--- src/rtl/alu_op_sequencer_if.sv ---
// Request/response bus between an ALU command producer and alu_op_sequencer.
// The master side issues requests and consumes responses; the slave side is the sequencer.
interface alu_op_sequencer_if #(
  parameter int unsigned W = 4
);
  logic         req_valid;
  logic         req_ready;
  logic [W-1:0] req_a;
  logic [W-1:0] req_b;
  logic [2:0]   req_op;
  logic         rsp_valid;
  logic         rsp_ready;
  logic [W-1:0] rsp_result;
  logic         rsp_illegal;

  modport master (
    output req_valid, req_a, req_b, req_op, rsp_ready,
    input  req_ready, rsp_valid, rsp_result, rsp_illegal
  );

  modport slave (
    input  req_valid, req_a, req_b, req_op, rsp_ready,
    output req_ready, rsp_valid, rsp_result, rsp_illegal
  );
endinterface

--- src/rtl/alu_op_sequencer.sv ---
// Buffers ALU requests in a FIFO, issues them one at a time to the external TotalALU,
// and returns captured results in request order over a valid/ready response channel.
module alu_op_sequencer #(
  parameter int unsigned DEPTH = 4,
  parameter int unsigned W     = 4
) (
  input  logic                 clk,
  input  logic                 rst_n,
  alu_op_sequencer_if.slave    bus,
  output logic [W-1:0]         alu_a,
  output logic [W-1:0]         alu_b,
  output logic [2:0]           alu_signal,
  input  logic [W-1:0]         alu_out,
  output logic                 busy,
  output logic [7:0]           op_count
);

  localparam int unsigned AW = $clog2(DEPTH);
  localparam logic [AW:0] PTR_ONE = {{AW{1'b0}}, 1'b1};

  typedef enum logic [1:0] {
    IDLE,
    ISSUE,
    RESP
  } state_t;

  state_t state_q, state_d;

  logic [W-1:0] mem_a  [DEPTH];
  logic [W-1:0] mem_b  [DEPTH];
  logic [2:0]   mem_op [DEPTH];

  logic [AW:0]  wr_ptr, rd_ptr;
  logic         empty, full;
  logic         push, pop, capture, rsp_done;

  logic [W-1:0] head_a, head_b;
  logic [2:0]   head_op;
  logic         head_illegal;
  logic         illegal_q;

  logic         rsp_valid_q;
  logic [W-1:0] rsp_result_q;
  logic         rsp_illegal_q;

  // Pointers carry one extra wrap bit so full and empty are distinguishable.
  assign empty = (wr_ptr == rd_ptr);
  assign full  = (wr_ptr[AW] != rd_ptr[AW]) && (wr_ptr[AW-1:0] == rd_ptr[AW-1:0]);

  assign bus.req_ready   = rst_n && !full;
  assign push            = bus.req_valid && bus.req_ready;

  assign bus.rsp_valid   = rsp_valid_q;
  assign bus.rsp_result  = rsp_result_q;
  assign bus.rsp_illegal = rsp_illegal_q;

  assign busy = rst_n && ((state_q != IDLE) || !empty);

  assign head_a       = mem_a[rd_ptr[AW-1:0]];
  assign head_b       = mem_b[rd_ptr[AW-1:0]];
  assign head_op      = mem_op[rd_ptr[AW-1:0]];
  assign head_illegal = !(head_op inside {3'b000, 3'b001, 3'b010, 3'b110, 3'b111});

  always_comb begin
    state_d  = state_q;
    pop      = 1'b0;
    capture  = 1'b0;
    rsp_done = 1'b0;
    unique case (state_q)
      IDLE: begin
        if (!empty) begin
          pop     = 1'b1;
          state_d = ISSUE;
        end
      end
      ISSUE: begin
        capture = 1'b1;
        state_d = RESP;
      end
      RESP: begin
        if (rsp_valid_q && bus.rsp_ready) begin
          rsp_done = 1'b1;
          if (!empty) begin
            pop     = 1'b1;
            state_d = ISSUE;
          end else begin
            state_d = IDLE;
          end
        end
      end
      default: state_d = IDLE;
    endcase
  end

  // Storage needs no reset: entries are only read once the pointers say they were written.
  always_ff @(posedge clk) begin
    if (push) begin
      mem_a[wr_ptr[AW-1:0]]  <= bus.req_a;
      mem_b[wr_ptr[AW-1:0]]  <= bus.req_b;
      mem_op[wr_ptr[AW-1:0]] <= bus.req_op;
    end
  end

  always_ff @(posedge clk) begin
    if (!rst_n) begin
      state_q       <= IDLE;
      wr_ptr        <= '0;
      rd_ptr        <= '0;
      alu_a         <= '0;
      alu_b         <= '0;
      alu_signal    <= '0;
      illegal_q     <= 1'b0;
      rsp_valid_q   <= 1'b0;
      rsp_result_q  <= '0;
      rsp_illegal_q <= 1'b0;
      op_count      <= '0;
    end else begin
      state_q <= state_d;
      if (push) begin
        wr_ptr <= wr_ptr + PTR_ONE;
      end
      // Illegal opcodes are replaced by a zeroed AND so the ALU never sees an undefined code.
      if (pop) begin
        rd_ptr     <= rd_ptr + PTR_ONE;
        alu_a      <= head_illegal ? '0 : head_a;
        alu_b      <= head_illegal ? '0 : head_b;
        alu_signal <= head_illegal ? 3'b000 : head_op;
        illegal_q  <= head_illegal;
      end
      if (capture) begin
        rsp_valid_q   <= 1'b1;
        rsp_result_q  <= illegal_q ? '0 : alu_out;
        rsp_illegal_q <= illegal_q;
      end
      if (rsp_done) begin
        rsp_valid_q <= 1'b0;
        op_count    <= op_count + 8'd1;
      end
    end
  end

endmodule
--- src/flat_wrapper.sv ---
// flat-port wrapper written by rule: the top's interface ports become plain ports
module alu_op_sequencer_flat 
#(
  parameter int unsigned DEPTH = 4,
  parameter int unsigned W     = 4
)
  (clk, rst_n, alu_a, alu_b, alu_signal, alu_out, busy, op_count, bus_req_valid, bus_req_a, bus_req_b, bus_req_op, bus_rsp_ready, bus_req_ready, bus_rsp_valid, bus_rsp_result, bus_rsp_illegal);
  alu_op_sequencer_if #(.W(W)) bus_i ();
  input  logic clk;
  input  logic rst_n;
  output logic [W-1:0] alu_a;
  output logic [W-1:0] alu_b;
  output logic [2:0] alu_signal;
  input  logic [W-1:0] alu_out;
  output logic busy;
  output logic [7:0] op_count;
  input wire logic [$bits(bus_i.req_valid)-1:0] bus_req_valid;
  input wire logic [$bits(bus_i.req_a)-1:0] bus_req_a;
  input wire logic [$bits(bus_i.req_b)-1:0] bus_req_b;
  input wire logic [$bits(bus_i.req_op)-1:0] bus_req_op;
  input wire logic [$bits(bus_i.rsp_ready)-1:0] bus_rsp_ready;
  output wire logic [$bits(bus_i.req_ready)-1:0] bus_req_ready;
  output wire logic [$bits(bus_i.rsp_valid)-1:0] bus_rsp_valid;
  output wire logic [$bits(bus_i.rsp_result)-1:0] bus_rsp_result;
  output wire logic [$bits(bus_i.rsp_illegal)-1:0] bus_rsp_illegal;
  assign bus_i.req_valid = bus_req_valid;
  assign bus_i.req_a = bus_req_a;
  assign bus_i.req_b = bus_req_b;
  assign bus_i.req_op = bus_req_op;
  assign bus_i.rsp_ready = bus_rsp_ready;
  assign bus_req_ready = bus_i.req_ready;
  assign bus_rsp_valid = bus_i.rsp_valid;
  assign bus_rsp_result = bus_i.rsp_result;
  assign bus_rsp_illegal = bus_i.rsp_illegal;
  alu_op_sequencer #(.DEPTH(DEPTH), .W(W)) u_core (.clk(clk), .rst_n(rst_n), .bus(bus_i), .alu_a(alu_a), .alu_b(alu_b), .alu_signal(alu_signal), .alu_out(alu_out), .busy(busy), .op_count(op_count));
endmodule
--- config.mk ---
export PLATFORM = sky130hd
export DESIGN_NAME = alu_op_sequencer_flat
export DESIGN_NICKNAME = d
export VERILOG_FILES = /design/src/rtl/alu_op_sequencer_if.sv /design/src/rtl/alu_op_sequencer.sv /design/src/flat_wrapper.sv
export SDC_FILE = /design/constraint.sdc
export NUM_CORES = 1
export LEC_CHECK = 0
export ABC_AREA = 1
export CAP_MARGIN = 0
export CORE_MARGIN = 3
export CORE_UTILIZATION = 49
export DETAILED_ROUTE_END_ITERATION = 10
export GPL_TIMING_DRIVEN = 0
export PLACE_DENSITY = 0.75
export SLEW_MARGIN = 20
export SYNTH_ARGS = -nofsm -noshare
export SYNTH_HDL_FRONTEND = slang
export SYNTH_SLANG_ARGS = --single-unit
--- constraint.sdc ---
create_clock -name clk -period 1.8 [get_ports clk]
set_input_delay 0.36 -clock clk [delete_from_list [all_inputs] [get_ports clk]]
set_output_delay 0.36 -clock clk [all_outputs]
set_load 0.005 [all_outputs]
==> flow_summary.toml, run 1 <==
[power]
power_mw = 6.369
power_density_nw_per_um2 = 1440
peakVddDrop_mv = 1.048
p_leak_nw = 1.709

[layout]
nets = 439
fin_cells = 496
n_fill_cell = 477
ff_latch_area_sq_um = 2059
drive_gt1_frac = 0.2291
antenna_cells = 0
fin_util = 0.6810
multi_input_area_sq_um = 1180
final_cell_area_sq_um = 4423
area_delta_synth_final_pct = 31.36

[synth]
synth_common_cells = "79 x nand2_1, 44 x edfxtp_1, 36 x dfxtp_1"
ys_seq_area_frac = 0.6065
synth_top_cell_area_share = 0.3924
synth_edf_count = 44
syn-num-nets = 365
netlist.top_cell.by_area = "edfxtp_1"
avgSynthCellArea_sq_um = 9.903
ys_ff_latch = 80
post-synth-top-count-cell = "nand2_1"
synthArstFlopShare = 0
synth.cell_area_sq_um = 3367
syn_inst = 340
synth.distinct_cells = 32
synth-main-ff-cell = "edfxtp_1"
yosys_warnings = 0
synthTopCellsByArea = "edfxtp_1 39%, dfxtp_1 21%, nand2_1 8.8%, nor2_1 3.8%, o21ai_0 3.1%"

[clock_tree]
cts_root_buf = "clkbuf_8"
cts_tree = "yes"
postCtsHoldBufs = 0
cts.sinks = 80
cts_made_buffers = 9
insertion_delay_ns = 0.35
htree_levels = 3
cts_max_path_buffers = 2
clk_pin_slew_ns = 0.08

[hold_path]
holdPathEnd = "u_core.alu_signal[2]"
worstHoldStart = "u_core.alu_signal[2]"
holdPathStages = 2
hold_path_class = "reg2reg"

[setup_path]
crit_required_ns = 1.44
crit_fanout = 3
startpoint_type = "register"
worstPathArrival_ns = 1.47
rrSetupSlack_ns = 0.19
timing.rr.start = "u_core.wr_ptr[1]"
cp-end-kind = "primary output"
slowest_stage = "dfxtp_2"
rr_endpoint = "u_core.rd_ptr[1]"
critical_path_class = "reg2out"
worstRegToRegCells = 10
cpPeakStageDelay_ns = 0.34
crit_chain = "inv_1 -> nand2_1 -> nand2_2 -> buf_6 -> nand3_4 -> nor3_4 -> nor2_1 -> buf_2"

[floorplanning]
dieArea_sq_um = 7902
core-area_sq_um = 6495
rows = 29
io_pins = 46
start_util = 0.5184
die_h_um = 88.90
die_w_um = 88.90

[timing]
post-route-min-period_ns = 1.828
hold_ws_ns = 0.4765
finalClockSkew_ns = 0.007071
worst_pin_slew_ns = 0.4550
slew_headroom = 0.6966
fin_crit_sh = 1.015
finalMaxSlewViolations = 0
setup_tns_ns = -0.02764
rsz0062_at_grt = "true"
setup-violations-final = 1
fmax_mhz = 547.2
finalHoldViolCount = 0
layout_setup_ws_ns = -0.02764

[routing]
drt-initial-drc-count = 176
drc_errors = 0
drt_wl_total_um = 7283
vias = 2561
avgViaCountPerCell = 5.163
final_antenna_net_count = 0
firstDrtPassIters = 5
routedWlPerCell_um = 14.68

[place]
place_area_sq_um = 3914
pre_cts_slack_ns = -0.6998
place_congestion = 0.7843
post-dp-hpwl_um = 4650
port_buffers = 45
dp_cells = 462

[grt]
grt_usage = 0.1906
grt_pass1_wl_um = 11300
grt.met3_usage = 0.05622
grtUsageMet2 = 0.3225
gr-total-overflow = 0
antenna_found_initial = 0
grt_start_max_net_pins = 15
first_global_vias = 2427
top_usage_layer = "met2"
grt.met1_usage = 0.2349

[run]
timing.max_cap.violations = 0

[outcome]
violations = "setup timing"
status = "finished with violations"
## critical path, delay by kind of cell (launching register included)
kind / cells / cell delay [ns]
buf+inv: 3 / 0.31
simple gates: 5 / 0.48
flops: 1 / 0.34
## cells by family after synthesis
group,after synthesis,share of synthesized area
compound gates,54,0.09068
flops,80,0.6065
fa+ha+maj,6,0.02230
xor+xnor,3,0.007805
buf+inv,44,0.06280
simple gates,153,0.2100
## worst max-delay path by stage
stage                startpoint                  to
2_1_floorplan  u_core.wr_ptr[0]  u_core.mem_a[0][0]
3_3_place_gp              rst_n  u_core.mem_a[3][1]
3_5_place_dp              rst_n  u_core.mem_a[3][2]
4_1_cts        u_core.rd_ptr[2]  u_core.mem_a[3][2]
5_1_grt        u_core.wr_ptr[1]                busy
6_report       u_core.rd_ptr[1]                busy
## flip-flops by register name, indices dropped and copies added (netlist names), named ones only
register,cells
u_core.wr_ptr,3
u_core.mem_b,16
u_core.op_count,8
u_core.alu_signal,3
u_core.alu_a,4
u_core.mem_op,12
u_core.bus.rsp_result,4
u_core.alu_b,4
u_core.state_q,2
u_core.bus.rsp_valid,1
u_core.rd_ptr,3
u_core.mem_a,16
u_core.bus.rsp_illegal,1
u_core.illegal_q,1
## area by class of cell
type,instances,area share
tap,77,0.02178
inverter,33,0.03225
clock buffer,9,0.02801
buffer,10,0.01669
sequential,80,0.4656
timing repair buffer,64,0.1474
multi-input combinational,216,0.2668
clock inverter,7,0.02150
## what timing repair did
| action | CTS | global route |
|---|---|---|
| setup endpoints to repair | 46 | 46 |
| setup buffers | 7 | 12 |
| resized for setup | 20 | 22 |
| pin swaps | 2 | 10 |
## cell usage in the layout (no fill, tap or decap), drive strengths merged
master	n
clkinv	3
a21oi	17
bufinv	2
clkinvlp	2
nor3	2
a31oi	1
ha	6
edfxtp	44
nand4	4
clkdlybuf4s50	42
o21a	1
inv	33
xor2	3
nand3	15
buf	27
clkbuf	13
o22ai	8
dlygate4sd2	1
o21ai	23
nor2	46
a22oi	4
nand2	86
dfxtp	36
## report_power, final
part,internal [mW],switching [mW]
sequential,2.19,0.183
combinational,1.11,1.46
clock,0.782,0.642
## per-layer routing
metal  routed length, um  part of all wire  vias to the layer above
met5                   0                 0                        -
met2                3817              0.52                       66
met4                  65            0.0089                        0
met1                2995              0.41                     1207
li1                    -                 -                     1283
met3                 405             0.056                        5
Note: power is estimated with default switching activity, not from simulation.
==> run 2: changes to the inputs <==
--- a/config.mk
+++ b/config.mk
@@ -11,6 +11,7 @@
 export CORE_UTILIZATION = 49
 export DETAILED_ROUTE_END_ITERATION = 10
 export GPL_TIMING_DRIVEN = 0
+export MAX_ROUTING_LAYER = met4
 export PLACE_DENSITY = 0.75
 export SLEW_MARGIN = 20
 export SYNTH_ARGS = -nofsm -noshare
==> flow_summary.toml, run 2 (synthesis gave the netlist of run 1 again) <==
[layout]
antenna_cells = 0
final_cell_mix = "75 x nand2_1, 44 x edfxtp_1, 42 x clkdlybuf4s50_1"
fin_util = 0.6810
area_delta_synth_final_pct = 31.36
ff_latch_area_sq_um = 2059
mostFrequentLayoutCell = "nand2_1"
drive_gt1_frac = 0.2291
nets = 439
final_cell_area_sq_um = 4423
n_fill_cell = 477
multi_input_area_sq_um = 1180

[place]
port_buffers = 45
place_congestion = 0.7952
post-dp-hpwl_um = 4650
place_area_sq_um = 3914

[setup_path]
startpoint_type = "register"
timing.rr.start = "u_core.wr_ptr[1]"
cp-end-kind = "primary output"
crit_fanout = 3
worstRegToRegCells = 10
critical_path_class = "reg2out"
crit_required_ns = 1.44
rrSetupSlack_ns = 0.19
worstPathArrival_ns = 1.46
rr_endpoint = "u_core.rd_ptr[1]"

[clock_tree]
cts_made_buffers = 9
insertion_delay_ns = 0.34
cts_max_path_buffers = 2
cts.sinks = 80
postCtsHoldBufs = 0
htree_levels = 3
clk_pin_slew_ns = 0.08
cts_root_buf = "clkbuf_8"
cts_tree = "yes"

[grt]
first_global_vias = 2420
grt_pass1_wl_um = 11320
grt_usage = 0.1981
antenna_found_initial = 0
grt_start_max_net_pins = 15
gr-total-overflow = 0

[routing]
final_antenna_net_count = 0
avgViaCountPerCell = 5.179
drt-initial-drc-count = 198
firstDrtPassIters = 4
drc_errors = 0
routedWlPerCell_um = 14.61
vias = 2569
drt_wl_total_um = 7249

[floorplanning]
rows = 29
die_h_um = 88.90
dieArea_sq_um = 7902
die_w_um = 88.90
io_pins = 46
core-area_sq_um = 6495
start_util = 0.5184

[hold_path]
holdPathEnd = "u_core.alu_signal[2]"
worstHoldStart = "u_core.alu_signal[2]"
holdPathStages = 2
hold_path_class = "reg2reg"

[run]
timing.max_cap.violations = 0

[timing]
fin_crit_sh = 1.013
slew_headroom = 0.7007
rsz0062_at_grt = "true"
fmax_mhz = 548.6
worst_pin_slew_ns = 0.4490
hold_ws_ns = 0.4765
finalHoldViolCount = 0
setup-violations-final = 1
finalClockSkew_ns = 0.008113
setup_tns_ns = -0.02278
post-route-min-period_ns = 1.823
layout_setup_ws_ns = -0.02278
finalMaxSlewViolations = 0

[outcome]
violations = "setup timing"
status = "finished with violations"

[power]
peakVddDrop_mv = 1.047
p_leak_nw = 1.709
power_density_nw_per_um2 = 1440
==> run 2: cell counts in the layout (fill, tap and decap cells not counted) <==
No cell type changed its count.
==> run 2: through the flow <==
stage / cells / total power, mW / setup WS [ns]
after floorplan: 340 / 3.992 / 0.007152
after global placement: 462 / 4.706 / -0.6680
after detailed placement: 462 / 4.757 / -0.6998
after CTS: 484 / 6.273 / -0.1431
after global routing: 496 / 6.826 / -0.09939
final: 496 / 6.370 / -0.02278
==> run 2: how the worst max path moves through the flow <==
| stage | endpoint | start | depth (start not counted) | slack, ns |
|---|---|---|---|---|
| 3_5_place_dp | u_core.mem_a[3][2] | rst_n | 3 | -0.70 |
| 4_1_cts | u_core.mem_a[3][2] | u_core.rd_ptr[2] | 6 | -0.14 |
| 5_1_grt | busy | u_core.wr_ptr[1] | 7 | -0.1 |
| 6_report | busy | u_core.rd_ptr[1] | 8 | -0.02 |
| 3_3_place_gp | u_core.mem_a[3][1] | rst_n | 3 | -0.67 |
| 2_1_floorplan | u_core.mem_a[0][0] | u_core.wr_ptr[0] | 6 | 0.007 |
==> run 2: critical path, stage by stage (launching register included) <==
cell and delay [ns]:
dfxtp_2 0.34, inv_1 0.08, nand2_1 0.08, nand2_2 0.10, buf_6 0.11, nand3_4 0.08, nor3_4 0.16, nor2_1 0.06
buf_2 0.12
==> run 2: final cells by class <==
class	instances	share of cell area
buffer	10	0.01669
clock buffer	9	0.02801
clock inverter	7	0.02150
inverter	33	0.03225
multi-input combinational	216	0.2668
sequential	80	0.4656
tap	77	0.02178
timing repair buffer	64	0.1474
==> run 2: power breakdown <==
group | internal, mW | leakage [nW] | switching (mW) | total, mW
Clock | 0.783 | 0.110 | 0.637 | 1.42
Combinational | 1.11 | 0.903 | 1.47 | 2.58
Sequential | 2.19 | 0.697 | 0.182 | 2.37
==> run 2: what timing repair did <==
item | CTS | global route
buffers inserted | 7 | 12
pin swaps | 2 | 10
resized for setup | 20 | 22
endpoints found under the setup margin | 46 | 46
==> run 2: layer usage <==
layer | global-route usage | vias to the layer above | wire length (um)
li1 | - | 1280 | -
met1 | 0.2361 | 1204 | 2993
met2 | 0.3225 | 75 | 3764
met3 | 0.06452 | 10 | 403
met4 | 0.05632 | 0 | 89
met5 | - | - | 0
